$ cat src/rtl/peri_arb_pkg.sv
// peri_arb_pkg: master-id encoding, pipe request/response bundles and the ID FIFO depth default
package peri_arb_pkg;
    localparam int OUTSTANDING_DEF = 4;
    typedef enum logic {M0 = 1'b0, M1 = 1'b1} mid_e;
    typedef struct packed {
        logic        r;
        logic        w;
        logic [31:0] a;
        logic [31:0] wd;
    } req_t;
    typedef struct packed {
        logic        hold;
        logic        rv;
        logic [31:0] rd;
    } res_t;
    function automatic logic req_valid(req_t q);
        return q.r | q.w;
    endfunction
endpackage

$ cat src/rtl/peri_arb_if.sv
// peri_arb_if: one peripheral pipe (request out of a master, response back into it)
interface peri_arb_if;
    import peri_arb_pkg::*;
    req_t req;
    res_t res;
    modport master (output req, input res);
    modport slave  (input req, output res);
endinterface

$ cat src/rtl/peri_arb_idfifo.sv
// peri_arb_idfifo: 1-bit-wide sync FIFO holding the master id of each read in flight
module peri_arb_idfifo
    import peri_arb_pkg::*;
#(
    parameter int DEPTH = OUTSTANDING_DEF
) (
    input  logic clk,
    input  logic rst,
    input  logic push_i,
    input  logic pop_i,
    input  logic din_i,
    output logic dout_o,
    output logic full_o,
    output logic empty_o
);
    localparam int AW = $clog2(DEPTH);
    logic [DEPTH-1:0] mem_q;
    logic [AW-1:0]    wp_q, rp_q;
    logic [AW:0]      cnt_q;
    logic             do_push, do_pop;
    // a pop frees the head slot, so a push is legal in the same cycle even when full
    assign do_pop  = pop_i & ~empty_o;
    assign do_push = push_i & (~full_o | do_pop);
    assign full_o  = cnt_q == (AW+1)'(DEPTH);
    assign empty_o = cnt_q == '0;
    assign dout_o  = mem_q[rp_q];
    always_ff @(posedge clk or posedge rst) begin
        if (rst) begin
            mem_q <= '0;
            wp_q  <= '0;
            rp_q  <= '0;
            cnt_q <= '0;
        end else begin
            if (do_push) begin
                mem_q[wp_q] <= din_i;
                wp_q        <= wp_q + 1'b1;
            end
            if (do_pop) rp_q <= rp_q + 1'b1;
            cnt_q <= cnt_q + (AW+1)'(do_push) - (AW+1)'(do_pop);
        end
    end
endmodule

$ cat src/rtl/peri_arb.sv
// peri_arb: round-robin two-master arbiter for the peripheral pipe with in-order read steering.
// Define PERI_ARB_STATS_EN to add per-master accept counters (m0_cnt_o/m1_cnt_o).
module peri_arb
    import peri_arb_pkg::*;
#(
    parameter int OUTSTANDING = OUTSTANDING_DEF
`ifdef PERI_ARB_STATS_EN
  , parameter int CNT_W = 16
`endif
) (
    input  logic         clk,
    input  logic         rst,
    peri_arb_if.slave    m0_io,
    peri_arb_if.slave    m1_io,
    peri_arb_if.master   peri_io
`ifdef PERI_ARB_STATS_EN
  , output logic [CNT_W-1:0] m0_cnt_o,
    output logic [CNT_W-1:0] m1_cnt_o
`endif
);
    logic v0, v1, e0, e1, gnt_v, acc, push, pop, full, empty, head_bit;
    logic held_q, held_d;
    mid_e gnt_id, head, last_q, last_d, held_id_q, held_id_d;
    req_t win_req;
    peri_arb_idfifo #(.DEPTH(OUTSTANDING)) u_fifo (
        .clk(clk), .rst(rst), .push_i(push), .pop_i(pop), .din_i(gnt_id),
        .dout_o(head_bit), .full_o(full), .empty_o(empty)
    );
    assign head = mid_e'(head_bit);
    always_comb begin
        v0 = req_valid(m0_io.req);
        v1 = req_valid(m1_io.req);
        pop = peri_io.res.rv & ~empty;
        // a read may only be forwarded while the ID FIFO has (or is freeing) a slot
        e0 = v0 & ~(m0_io.req.r & full & ~pop);
        e1 = v1 & ~(m1_io.req.r & full & ~pop);
        gnt_v = e0 | e1;
        gnt_id = (held_q && (held_id_q == M0 ? e0 : e1)) ? held_id_q :
                 (e0 && e1) ? ((last_q == M0) ? M1 : M0) :
                 e0 ? M0 : M1;
        win_req = (gnt_id == M1) ? m1_io.req : m0_io.req;
        peri_io.req = gnt_v ? win_req : '0;
        acc = gnt_v & ~peri_io.res.hold;
        push = acc & win_req.r;
        held_d = gnt_v & peri_io.res.hold;
        held_id_d = gnt_id;
        last_d = acc ? gnt_id : last_q;
        m0_io.res.hold = v0 & (~gnt_v | gnt_id != M0 | peri_io.res.hold);
        m1_io.res.hold = v1 & (~gnt_v | gnt_id != M1 | peri_io.res.hold);
        m0_io.res.rv = pop & head == M0;
        m1_io.res.rv = pop & head == M1;
        m0_io.res.rd = m0_io.res.rv ? peri_io.res.rd : '0;
        m1_io.res.rd = m1_io.res.rv ? peri_io.res.rd : '0;
    end
    always_ff @(posedge clk or posedge rst) begin
        if (rst) begin
            last_q    <= M1;
            held_q    <= 1'b0;
            held_id_q <= M0;
        end else begin
            last_q    <= last_d;
            held_q    <= held_d;
            held_id_q <= held_id_d;
        end
    end
`ifdef PERI_ARB_STATS_EN
    logic [CNT_W-1:0] m0_cnt_q, m1_cnt_q;
    always_ff @(posedge clk or posedge rst) begin
        if (rst) begin
            m0_cnt_q <= '0;
            m1_cnt_q <= '0;
        end else if (acc) begin
            if (gnt_id == M0) m0_cnt_q <= m0_cnt_q + 1'b1;
            else m1_cnt_q <= m1_cnt_q + 1'b1;
        end
    end
    assign m0_cnt_o = m0_cnt_q;
    assign m1_cnt_o = m1_cnt_q;
`endif
endmodule

$ cat src/flat_wrapper.sv
// flat-port wrapper written by rule: the top's interface ports become plain ports
module peri_arb_flat import peri_arb_pkg::*;
#(
    parameter int OUTSTANDING = OUTSTANDING_DEF

)
  (clk, rst, m0_io_req, m0_io_res, m1_io_req, m1_io_res, peri_io_req, peri_io_res);
  peri_arb_if m0_io_i ();
  peri_arb_if m1_io_i ();
  peri_arb_if peri_io_i ();
  input  logic clk;
  input  logic rst;
  input wire logic [$bits(m0_io_i.req)-1:0] m0_io_req;
  output wire logic [$bits(m0_io_i.res)-1:0] m0_io_res;
  input wire logic [$bits(m1_io_i.req)-1:0] m1_io_req;
  output wire logic [$bits(m1_io_i.res)-1:0] m1_io_res;
  output wire logic [$bits(peri_io_i.req)-1:0] peri_io_req;
  input wire logic [$bits(peri_io_i.res)-1:0] peri_io_res;
  assign m0_io_i.req = m0_io_req;
  assign m0_io_res = m0_io_i.res;
  assign m1_io_i.req = m1_io_req;
  assign m1_io_res = m1_io_i.res;
  assign peri_io_req = peri_io_i.req;
  assign peri_io_i.res = peri_io_res;
  peri_arb #(.OUTSTANDING(OUTSTANDING)) u_core (.clk(clk), .rst(rst), .m0_io(m0_io_i), .m1_io(m1_io_i), .peri_io(peri_io_i));
endmodule
$ cat config.mk
export PLATFORM = sky130hd
export DESIGN_NAME = peri_arb_flat
export DESIGN_NICKNAME = d
export VERILOG_FILES = /design/src/rtl/peri_arb_pkg.sv /design/src/rtl/peri_arb_if.sv /design/src/rtl/peri_arb_idfifo.sv /design/src/rtl/peri_arb.sv /design/src/flat_wrapper.sv
export SDC_FILE = /design/constraint.sdc
export NUM_CORES = 1
export LEC_CHECK = 0
export CAP_MARGIN = 20
export CORE_AREA = 3 3 116 118
export CTS_CLUSTER_SIZE = 8
export DETAILED_ROUTE_END_ITERATION = 10
export DIE_AREA = 0 0 119 121
export GPL_ROUTABILITY_DRIVEN = 0
export HOLD_SLACK_MARGIN = 0.03
export PLACE_DENSITY = 0.63
export REMOVE_ABC_BUFFERS = 1
export SYNTH_ARGS = -nofsm -noshare
export SYNTH_HDL_FRONTEND = slang
export SYNTH_SLANG_ARGS = --single-unit
$ cat constraint.sdc
create_clock -name clk -period 3.12 [get_ports clk]
set_input_delay 0.78 -clock clk [delete_from_list [all_inputs] [get_ports clk]]
set_output_delay 0.78 -clock clk [all_outputs]
set_load 0.02 [all_outputs]
; ---- Yosys cells after proc, flatten, opt, wreduce, memory -nomap -nowiden
; Index checks and enable logic that the tools add are counted.
[op_classes]
n_reduce_logical = 4
n_mux = 14
bitwise_logic = 33
n_addsub = 4
order_cmp = 3
n_eq_ne = 1
[ops]
columns = op, n
row1 = 66-bit 2-to-1 mux, 2
row2 = 32-bit 2-to-1 mux, 2
row3 = 1-bit bitwise AND, 16
row4 = 1-bit NOT, 9
row5 = 1-bit bitwise OR, 8
row6 = 1-bit 2-to-1 mux, 7
row7 = 2-bit by 3-bit < comparator with 1-bit output (second input constant), 2
row8 = 2-bit by 1-bit adder with 2-bit output (second input constant), 2
row9 = 4-bit bitwise mux, 1
row10 = 3-bit by 1-bit adder with 3-bit output, 1
row11 = 3-bit == test (second input constant), 1
row12 = 1-bit logical AND, 3
row13 = 3-bit logical NOT, 1
row14 = 3-bit by 1-bit subtractor with 3-bit output, 1
row15 = 1-bit binary-select mux with 2-bit select, 1
row16 = 1-bit demux with 2-bit select, 1
row17 = 2-bit by 1-bit greater-or-equal comparator with 1-bit output (second input constant), 1
[word_totals]
reg_bits = 14
input_bits = 168
output_inout_bits = 134

; ---- Logic depth before layout (Yosys ltp)
; Gate-level depths: netlist (run 1).
[depth]
depth_word = 15
ltp_mapped = 12

; ---- By module
; From an unflattened synthesis (run 1), not the netlist that was laid out.
[unflattened]
hier_cells = 231
area_unflattened_um2 = 1951.9
[by_module_without_submodules]
columns = mod, n_inst, cells_each, area_each_um2
row1 = peri_arb, 1, 182, 1338.8
row2 = peri_arb_idfifo, 1, 49, 613.1

; ---- Worst setup path after synthesis (run 1)
; No wires, ideal clock.
[synth_path]
path_type = input to register
start = input peri_io_res[32]
end = register u_core.u_fifo.cnt_q[2]
stages = 11
arrival_time_ps = 2976
path_slack_ps = 22
required_time_ps = 2997
setup_ps = 123
path_cell_list = nor4b_4 > a21o_1 > o21a_1 > buf_4 > mux2_4 > ha_1 > inv_1 > ha_1 > fa_1 > xor2_1 > xnor2_1
[synth_between]
elab_chain_len = 13
[synth_rtl]
columns = element, line
row1 = "start, declared", flat_wrapper.sv:18  ; input wire logic [$bits(peri_io_i.res)-1:0] peri_io_res;
row2 = 1-bit bitwise AND *, peri_arb.sv:33  ; pop = peri_io.res.rv & ~empty;
row3 = 1-bit NOT, "peri_arb.sv:35, peri_arb.sv:36"
row4 = "1-bit bitwise AND, on equally long branches", "peri_arb.sv:35, peri_arb.sv:36"
row5 = "1-bit NOT, on equally long branches", "peri_arb.sv:35, peri_arb.sv:36"
row6 = "1-bit bitwise AND, on equally long branches", "peri_arb.sv:35, peri_arb.sv:36"
row7 = 1-bit 2-to-1 mux (tied with other cells), peri_arb.sv:40  ; e0 ? M0 : M1;
row8 = 1-bit 2-to-1 mux / 1-bit logical AND (equally long branches), "peri_arb.sv:39, peri_arb.sv:38"
row9 = 1-bit 2-to-1 mux, peri_arb.sv:38  ; gnt_id = (held_q && (held_id_q == M0 ? e0 : e1)) ? held_id_q :
row10 = 66-bit 2-to-1 mux, peri_arb.sv:41  ; win_req = (gnt_id == M1) ? m1_io.req : m0_io.req;
row11 = 1-bit bitwise AND, peri_arb.sv:44  ; push = acc & win_req.r;
row12 = 1-bit bitwise AND, peri_arb_idfifo.sv:23  ; assign do_push = push_i & (~full_o | do_pop);
row13 = 3-bit by 1-bit adder with 3-bit output, peri_arb_idfifo.sv:39  ; cnt_q <= cnt_q + (AW+1)'(do_push) - (AW+1)'(do_pop);
row14 = 3-bit by 1-bit subtractor with 3-bit output *, peri_arb_idfifo.sv:39
row15 = "end signal, assigned", peri_arb_idfifo.sv:39
row16 = "end, declared", peri_arb_idfifo.sv:19  ; logic [AW:0] cnt_q;
; Mark *: on every way between the ends. The rest lies on a longest branch, timed or not.
; A chain may end at the register's enable or synchronous reset.

; ---- Worst setup path after layout (run 1)
[layout_path]
start = input peri_io_res[32]
end = output peri_io_req[42]
[layout_between]
elab_chain_len = 10
[layout_rtl]
columns = element, line
row1 = 1-bit bitwise AND *, peri_arb.sv:33
row2 = 1-bit NOT *, "peri_arb.sv:35, peri_arb.sv:36"
row3 = "1-bit bitwise AND, on equally long branches", "peri_arb.sv:35, peri_arb.sv:36"
row4 = "1-bit NOT, on equally long branches", "peri_arb.sv:35, peri_arb.sv:36"
row5 = "1-bit bitwise AND, on equally long branches", "peri_arb.sv:35, peri_arb.sv:36"
row6 = 1-bit 2-to-1 mux (tied with other cells), peri_arb.sv:40
row7 = 1-bit 2-to-1 mux / 1-bit logical AND (equally long branches), "peri_arb.sv:39, peri_arb.sv:38"
row8 = 1-bit 2-to-1 mux, peri_arb.sv:38
row9 = 66-bit 2-to-1 mux, peri_arb.sv:41
row10 = 66-bit 2-to-1 mux *, peri_arb.sv:42  ; peri_io.req = gnt_v ? win_req : '0;
row11 = "end, declared", flat_wrapper.sv:17  ; output wire logic [$bits(peri_io_i.req)-1:0] peri_io_req;
; Marks and branches as above.

==> results of run 1 <==
Yosys cell counts (2+ instances only):
master    count  area, um2
nor2_1        7       26.3
dfrtp_1      13        325
and3_1       32        200
buf_2        13       65.1
a31oi_1       4       25.0
nand3_1       4       20.0
buf_4         2       15.0
clkbuf_1     11       41.3
a22o_1       65        569
and2_1       33        206
o21ai_0       4       20.0
ha_1          6       75.1
nand2_1       7       26.3
inv_1         8       30.0
mux2_4        2       30.0
a21oi_1       4       20.0
xnor2_1       4       35.0
final cells by class:
cell class	count	area, um2	share of cell area
clock buffers	4	88.8	0.0155
flip-flops and latches	14	352	0.0614
multi-input cells	184	1520	0.265
repair buffers	347	3520	0.615
well taps	172	215	0.0376
inverters	9	33.8	0.00590
what timing repair did:
action,4_1_cts,5_1_grt
cloned,2,4
setup endpoints to repair,136,100
hold buffers,0,0
gates resized for setup,181,106
buffers inserted,4,8
pin swaps,5,3
where the power goes:
part           leakage [nW]  total (mW)  internal, mW  switching, mW
clock                0.0442       0.267         0.194         0.0727
combinational          2.50        2.59          1.37           1.23
sequential            0.152       0.327         0.255         0.0721
registers in the layout, indices dropped and copies added (netlist names):
signal,count
u_core.held_id_q,1
u_core.u_fifo.wp_q,2
u_core.u_fifo.rp_q,2
u_core.u_fifo.cnt_q,3
u_core.last_q,1
u_core.held_q,1
u_core.u_fifo.mem_q,4
critical path, delay by kind of cell:
kind	cells	cell delay (ns)
AND/OR/NAND/NOR	1	0.31
AO/OA/AOI/OAI	3	0.49
buffers and inverters	6	0.79
cells by family (layout without fill, tap and decap cells):
logic type | count (synthesis) | count (layout) | share of synthesized area
fa+ha+maj | 7 | 7 | 0.0499
buf+inv | 35 | 360 | 0.0815
flops | 14 | 14 | 0.185
mux | 4 | 4 | 0.0329
xor+xnor | 5 | 5 | 0.0230
simple gates | 85 | 85 | 0.267
compound gates | 83 | 83 | 0.361
metal layers:
metal | up-vias | track usage
met5 | - | 0
met4 | 4 | 0.0659
met3 | 30 | 0.0648
met2 | 233 | 0.336
met1 | 1477 | 0.174
li1 | 1524 | -
path summary, 6_finish.rpt:
| kind | start | to | slack [ns] |
|---|---|---|---|
| min in group asynchronous | rst | u_core.held_id_q | 0.89 |
| min | u_core.u_fifo.rp_q[1] | u_core.u_fifo.rp_q[1] | 0.50 |
| max in group asynchronous | rst | u_core.last_q | 1.87 |
| max | peri_io_res[32] | peri_io_req[42] | -0.04 |
| min reg2reg | u_core.u_fifo.rp_q[1] | u_core.u_fifo.rp_q[1] | 0.50 |
| max reg2reg | u_core.u_fifo.cnt_q[1] | u_core.u_fifo.cnt_q[2] | 0.15 |
==> summary.txt, run 1 <==
Status - finished, violations left
Failing checks - setup timing
Site Rows - 41
CP endpoint kind - primary output
Layout area overhead - 201%
Final ANT Viol Nets - 0
Vias in the first global route - 3319
CTS clk-pin slew, worst paths - 0.05 ns
Starting Density - 0.152
Mapped Cells - 233
Core area - 0.0126 mm2
Post-Route WL - 14200 um
Maxcap violations - 0
Top sig layer - met5
Peak VDD IR - 0.000238 V
Die Wd - 119 um
Worst R2R Path Depth - 11
Place WS - -0.763 ns
Post-DP HPWL - 12000 um
PwrDens - 557 mW/mm2
H-Tree Depth - 1
Starting DRT DRC Count - 104
Drt first pass iters - 4
Layout cells sized above 1 - 0.251
Crit path cell chain - buf_6, nor4b_4, a21o_1, buf_6, a21oi_4, buf_4, buf_12, clkbuf_16, a22o_4, buf_12
Tot Pwr - 3.19 mW
Cell variety after synth - 31
DP Area - 0.00537 mm2
Worst path slowest cell - nor4b_4
Fraction of registers with async set or reset after synthesis - 1.00
Setup ws final - -0.0419 ns
Initial antenna violation count - 2
Register area share after synthesis - 0.185
CTS max path bufs - 2
Die area - 0.0144 mm2
Synthesized cell area - 0.00190 mm2
Syn avg cell area - 8.17 um2
Worst stage delay on the critical path - 0.31 ns
Critical path class - input pin to primary output
Leak - 2.70 nW
Total vias in the final route - 3268
Placed Cells - 709
Post-route cell area - 0.00572 mm2
Worst Skew - 0.00262 ns
Crit path arrival time - 2.38 ns
CTS Root Cell - clkbuf_16
Gr ovfl total - 0
DR WL met3 - 1510 um
DRC - 0
Fill cells - 1241
Worst slew pin tran - 0.536 ns
Worst slew margin - 0.643
Worst EP required - 2.34 ns
Crit-path max FO - 8
Number of enable flip-flop cells after synthesis - 0
Synth Register Bits - 14
Final setup viols - 12
WL met1 - 4710 um
Clock latency at the later pin of the worst-skew pair - 0.24 ns
Die span in y - 121 um
Final period utilization - 1.01
Clock sink count - 14
Startpoint types - input pin
Final Non-Filler Cells - 730
Achievable Freq - 0.316 GHz
WL met2 - 7400 um
Hold Crit Depth - 1
Post-route minimum period - 3.16 ns
Number of I/O port buffers - 301
Top_reg_cell synth - dfrtp_1
Final net count - 734
CTS tree - yes
Unrepaired setup endpoints after global routing - yes
Via density - 4.48
Post-Route Hold Slack - 0.496 ns
Most frequent cells in the layout - clkdlybuf4s50_1 (220), a22o_1 (55), and2_1 (33), buf_4 (33), and3_1 (32)
First-pass GRT wire length - 19400 um
CTS buffer count - 3
Drt wl/cell - 19.5 um
Most common cell after layout, fill and taps aside - clkdlybuf4s50_1
Setup TNS - -0.252 ns
# IOs - 302
Hold Crit Class - flop to flop
Synth Warn # - 0
Final Hold Violating Endpoints - 0
Max-slew violations - 0
Gr usage total - 0.177
Largest net degree at the start of global routing - 34
Diodes inserted - 0
Final Util - 0.455
No activity file was read; power rests on OpenSTA's default activity.
==> run 2: changes to the inputs <==
CORE_AREA = 3 3 115 117   (was 3 3 116 118)
DIE_AREA = 0 0 118 120   (was 0 0 119 121)
PLACE_DENSITY = 0.66   (was 0.63)
clock period = 2.7 ns   (was 3.12 ns; I/O delays follow)
==> summary.txt, run 2 (synthesis gave the netlist of run 1 again) <==
Status - finished, violations left (unchanged)
Failing checks - setup timing (unchanged)
Fill cells - 1137 (was 1241)
Sequential Area - 352 um2 (unchanged)
PwrDens - 655 mW/mm2 (was 557 mW/mm2)
Layout cells sized above 1 - 0.300 (was 0.251)
Vias in the first global route - 3516 (was 3319)
Max-slew violations - 0 (unchanged)
Reg power frac - 0.092 (was 0.103)
Final Hold Violating Endpoints - 0 (unchanged)
Gr usage total - 0.187 (was 0.177)
Die span in y - 120 um (was 121 um)
Worst slew margin - 0.658 (was 0.643)
Drt wl/cell - 19.2 um (was 19.5 um)
Sw Ratio - 0.426 (was 0.430)
Most common cell after layout, fill and taps aside - clkdlybuf4s50_1 (unchanged)
Worst slew pin tran - 0.512 ns (was 0.536 ns)
Largest net degree at the start of global routing - 34 (unchanged)
Clock sink count - 14 (unchanged)
Clock latency at the later pin of the worst-skew pair - 0.25 ns (was 0.24 ns)
Post-Route WL - 14400 um (was 14200 um)
Final ANT Viol Nets - 0 (unchanged)
Post-Route Hold Slack - 0.506 ns (was 0.496 ns)
CP endpoint kind - primary output (unchanged)
Via density - 4.54 (was 4.48)
Peak VDD IR - 0.000265 V (was 0.000238 V)
Setup ws final - -0.155 ns (was -0.0419 ns)
Post-DP HPWL - 11400 um (was 12000 um)
Biggest register - u_core.u_fifo.mem_q (unchanged)
Core area - 0.0125 mm2 (was 0.0126 mm2)
Final setup viols - 68 (was 12)
Startpoint types - input pin (unchanged)
Clk pwr share - 0.078 (was 0.084)
Post-route minimum period - 2.86 ns
CTS tree - yes (unchanged)
CTS max path bufs - 2 (unchanged)
Multi-input gate area - 0.00158 mm2 (was 0.00152 mm2)
Initial antenna violation count - 3 (was 2)
Gr ovfl total - 0 (unchanged)
Critical path class - input pin to primary output (unchanged)
Worst EP required - 2.03 ns (was 2.34 ns)
Sw power - 1.70 mW (was 1.37 mW)
Power Internal - 2.30 mW (was 1.82 mW)
First-pass GRT wire length - 20500 um (was 19400 um)
Combinational power share - 0.829 (was 0.813)
Total vias in the final route - 3403 (was 3268)
Final net count - 753 (was 734)
Unrepaired setup endpoints after global routing - yes (unchanged)
# IOs - 302 (unchanged)
H-Tree Depth - 1 (unchanged)
Starting Density - 0.153 (was 0.152)
Top flop regs - u_core.u_fifo.mem_q: 4 flops, u_core.u_fifo.cnt_q: 3 flops (unchanged)
Maxcap violations - 0 (unchanged)
Crit-path max FO - 7 (was 8)
Most frequent cells in the layout - clkdlybuf4s50_1 (162), buf_6 (75), a22o_1 (58) (was clkdlybuf4s50_1 (220), a22o_1 (55), and2_1 (33), buf_4 (33), and3_1 (32))
DRC - 0 (unchanged)
Drt first pass iters - 4 (unchanged)
Leak - 2.97 nW (was 2.70 nW)
Setup TNS - -6.24 ns (was -0.252 ns)
Crit path arrival time - 2.18 ns (was 2.38 ns)
Starting DRT DRC Count - 124 (was 104)
Max reg flops - 4 (unchanged)
CTS Root Cell - clkbuf_16 (unchanged)
Achievable Freq - 0.350 GHz
Die Wd - 118 um (was 119 um)
CTS clk-pin slew, worst paths - 0.05 ns (about the same)
Number of I/O port buffers - 301 (unchanged)
Flop-to-flop setup slack - -0.09 ns (was 0.15 ns)
Site Rows - 41 (unchanged)
CTS buffer count - 3 (unchanged)
Hold Crit Class - flop to flop (unchanged)
Die area - 0.0142 mm2 (was 0.0144 mm2)
Layout area overhead - 221% (was 201%)
Worst Skew - 0.00182 ns (was 0.00262 ns)
Final period utilization - 1.06
[run 2: cell types whose count changed in the layout (fill, tap and decap cells not counted), moves of 3 or more]
cell / delta
buf_2: -26
a22o_1: +3
buf_6: +52
dlymetal6s2s_1: -7
dlygate4sd2_1: +53
a22o_4: -3
clkdlybuf4s15_1: +5
buf_16: +3
buf_8: +5
a21oi_1: -3
clkdlybuf4s50_1: -58
[run 2: critical path, cell delays in order]
cell and delay, ns:
buf_8 0.10, nor4b_4 0.25, a21o_1 0.22, buf_6 0.12, a21oi_4 0.04, buf_6 0.14, buf_6 0.13, buf_16 0.13
a22o_4 0.23, buf_6 0.13
[run 2: through the flow]
step / setup slack (ns) / total power [mW] / cells / util / area [um2]
global route: -0.211 / 4.19 / 750 / 0.491 / 6120
global placement: -0.899 / 3.08 / 713 / 0.429 / 5350
finish: -0.155 / 4.01 / 750 / 0.491 / 6120
detailed placement: -0.926 / 3.13 / 713 / 0.429 / 5350
floorplan: -1.93 / 1.64 / 207 / - / 1780
CTS: -0.158 / 3.96 / 745 / 0.487 / 6070
[run 2: worst paths after layout]
path,cells after the start,from,to
min in group asynchronous,2,rst,u_core.u_fifo.wp_q[1]
min,1,u_core.last_q,u_core.last_q
max reg2reg,12,u_core.u_fifo.cnt_q[0],u_core.u_fifo.cnt_q[2]
max,10,peri_io_res[32],peri_io_req[23]
max in group asynchronous,2,rst,u_core.last_q
min reg2reg,1,u_core.last_q,u_core.last_q
[run 2: timing repair]
| action | 4_1_cts | 5_1_grt |
|---|---|---|
| endpoints found under the hold margin | 0 | 0 |
| buffers inserted | 18 | 7 |
| resized for setup | 470 | 30 |
| pin swaps | 32 | 26 |
| cloned | 10 | 2 |
| setup endpoints to repair | 137 | 102 |
| hold buffers | 0 | 0 |
[run 2: area by class of cell]
| type | count | share of cell area |
|---|---|---|
| multi-input cells | 185 | 0.257 |
| flip-flops and latches | 14 | 0.0575 |
| inverters | 9 | 0.00593 |
| clock buffers | 4 | 0.0145 |
| well taps | 172 | 0.0352 |
| repair buffers | 365 | 0.629 |
| diodes | 1 | 0.000409 |
[run 2: power by group through the flow]
stage | clock network, mW | registers, mW | logic, mW
2_1_floorplan | 0 | 0.361 | 1.28
3_3_place_gp | 0 | 0.361 | 2.72
3_5_place_dp | 0 | 0.370 | 2.76
4_1_cts | 0.318 | 0.368 | 3.27
5_1_grt | 0.323 | 0.378 | 3.48
6_report | 0.314 | 0.369 | 3.32
[run 2: per-layer routing]
metal,track usage,share of wire,vias to the layer above
met5,0,0.0019,-
met4,0.0623,0.032,4
met3,0.0617,0.099,28
met2,0.356,0.52,226
met1,0.192,0.35,1577
li1,-,-,1568
==> run 3: changes to the inputs <==
CORE_AREA = 2 2 117 119   (was 3 3 115 117)
DIE_AREA = 0 0 119 121   (was 0 0 118 120)
PLACE_DENSITY = 0.64   (was 0.66)
==> summary.txt, run 3 (synthesis gave the netlist of run 1 again) <==
Combinational power share - 0.829 (about the same)
Final period utilization - 1.10 (was 1.06)
Fill cells - 1240 (was 1137)
Hold_buf cts - 0 (unchanged)
Clk pwr share - 0.079 (was 0.078)
H-Tree Depth - 1 (unchanged)
CTS Root Cell - clkbuf_16 (unchanged)
# IOs - 302 (unchanged)
Core area - 0.0131 mm2 (was 0.0125 mm2)
Post-DP HPWL - 11800 um (was 11400 um)
Gr usage total - 0.195 (was 0.187)
Layout cells sized above 1 - 0.311 (was 0.300)
Post-route cell area - 0.00608 mm2 (was 0.00612 mm2)
Final Util - 0.465 (was 0.491)
Worst R2R Path Depth - 11 (was 12)
Starting Density - 0.146 (was 0.153)
Power Internal - 2.29 mW (was 2.30 mW)
Drt wl/cell - 20.4 um (was 19.2 um)
Sw power - 1.73 mW (was 1.70 mW)
Worst slew pin tran - 0.545 ns (was 0.512 ns)
Clock sink count - 14 (unchanged)
Starting DRT DRC Count - 94 (was 124)
Worst Skew - 0.00336 ns (was 0.00182 ns)
Sw Ratio - 0.430 (was 0.426)
Final setup viols - 69 (was 68)
Die area - 0.0144 mm2 (was 0.0142 mm2)
Reg power frac - 0.091 (was 0.092)
Startpoint types - input pin (unchanged)
DRC - 0 (unchanged)
Sequential Area - 352 um2 (unchanged)
Post-route minimum period - 2.97 ns (was 2.86 ns)
Crit-path max FO - 8 (was 7)
Post-Route Hold Slack - 0.485 ns (was 0.506 ns)
Hold Crit Class - flop to flop (unchanged)
Crit path cell chain - buf_8, nor4b_4, a21o_1, buf_6, a21oi_4, buf_12, buf_12, buf_8, a22o_4, buf_12 (was buf_8, nor4b_4, a21o_1, buf_6, a21oi_4, buf_6, buf_6, buf_16, a22o_4, buf_6)
Worst stage delay on the critical path - 0.35 ns (was 0.25 ns)
Max reg flops - 4 (unchanged)
Final net count - 752 (was 753)
Gr ovfl total - 0 (unchanged)
Worst slew margin - 0.637 (was 0.658)
First-pass GRT wire length - 21100 um (was 20500 um)
Largest net degree at the start of global routing - 34 (unchanged)
Failing checks - setup timing (unchanged)
Worst EP required - 2.03 ns (about the same)
Hold Crit Depth - 1 (unchanged)
Worst path slowest cell - nor4b_4 (unchanged)
Biggest register - u_core.u_fifo.mem_q (unchanged)
Peak VDD IR - 0.000271 V (was 0.000265 V)
Die span in y - 121 um (was 120 um)
Layout area overhead - 219% (was 221%)
Via density - 4.48 (was 4.54)
DP Area - 0.00535 mm2 (about the same)
CTS clk-pin slew, worst paths - 0.05 ns (about the same)
CP endpoint kind - primary output (unchanged)
PwrDens - 660 mW/mm2 (was 655 mW/mm2)
Crit path arrival time - 2.29 ns (was 2.18 ns)
Max-slew violations - 0 (unchanged)
Critical path class - input pin to primary output (unchanged)
Vias in the first global route - 3451 (was 3516)
Final ANT Viol Nets - 0 (unchanged)
Site Rows - 42 (was 41)
Post-Route WL - 15400 um (was 14400 um)
Status - finished, violations left (unchanged)
Total vias in the final route - 3377 (was 3403)
Initial antenna violation count - 2 (was 3)
Number of I/O port buffers - 301 (unchanged)
Top flop regs - u_core.u_fifo.mem_q: 4 flops, u_core.u_fifo.cnt_q: 3 flops (unchanged)
Worst path most repeated cell - buf_12 (was buf_6)
Leak - 2.89 nW (was 2.97 nW)
Final Hold Violating Endpoints - 0 (unchanged)
CTS buffer count - 3 (unchanged)
Die Wd - 119 um (was 118 um)
Multi-input gate area - 0.00157 mm2 (was 0.00158 mm2)
Unrepaired setup endpoints after global routing - yes (unchanged)
Drt first pass iters - 6 (was 4)
Setup ws final - -0.269 ns (was -0.155 ns)
CTS tree - yes (unchanged)
Most common cell after layout, fill and taps aside - clkdlybuf4s50_1 (unchanged)
Clock latency at the later pin of the worst-skew pair - 0.25 ns (about the same)
Achievable Freq - 0.337 GHz (was 0.350 GHz)
CTS max path bufs - 2 (unchanged)
Most frequent cells in the layout - clkdlybuf4s50_1 (162), buf_6 (75), a22o_1 (53) (was clkdlybuf4s50_1 (162), buf_6 (75), a22o_1 (58))
Maxcap violations - 0 (unchanged)
run 3: worst max-delay path, delay by kind of cell:
family,cells,cell delay [ns]
AOI/OAI and AO/OA,3,0.49
and+or+nand+nor,1,0.35
buffers and inverters,6,0.77
run 3: cell type report:
cell class                      count  area share
Tap cell                          176      0.0362
Antenna cell                        1    0.000412
Timing Repair Buffer              365       0.626
Multi-Input combinational cell    184       0.259
Clock buffer                        4      0.0146
Sequential cell                    14      0.0578
Inverter                            9     0.00597
run 3: final timing paths:
path                       slack, ns                endpoint              startpoint
max                            -0.27         peri_io_req[26]         peri_io_res[32]
min                             0.48   u_core.u_fifo.rp_q[1]   u_core.u_fifo.rp_q[1]
max reg2reg                    -0.16  u_core.u_fifo.cnt_q[2]  u_core.u_fifo.cnt_q[0]
min reg2reg                     0.48   u_core.u_fifo.rp_q[1]   u_core.u_fifo.rp_q[1]
max in group asynchronous       1.56           u_core.last_q                     rst
min in group asynchronous       0.77  u_core.u_fifo.mem_q[3]                     rst
run 3: what timing repair did:
action,in CTS,in global routing
cloned,7,4
setup buffers,21,7
setup endpoints to repair,138,103
pin swaps,17,27
resized for setup,477,66
run 3: layer usage:
layer  vias up  share of wire  global-route usage
met5         -        0.00072                   0
met4         2          0.031              0.0588
met3        23          0.086              0.0569
met2       231           0.56               0.402
met1      1555           0.32               0.183
li1       1566              -                   -
run 3: metrics by stage:
stage	instances	power [mW]	worst slack (ns)	TNS (ns)
after floorplan	207	1.64	-1.93	-144.68
after global placement	718	3.09	-0.999	-88.36
after detailed placement	718	3.14	-1.05	-90.50
after CTS	749	3.94	-0.227	-10.95
after global routing	753	4.19	-0.357	-18.03
final	753	4.01	-0.269	-12.51
run 3: power by group through the flow:
stage / Sequential (mW) / Clock, mW / Combinational, mW
3_5_place_dp: 0.367 / 0 / 2.78
4_1_cts: 0.366 / 0.315 / 3.26
6_report: 0.365 / 0.319 / 3.33
5_1_grt: 0.376 / 0.330 / 3.49
2_1_floorplan: 0.361 / 0 / 1.28
3_3_place_gp: 0.362 / 0 / 2.73
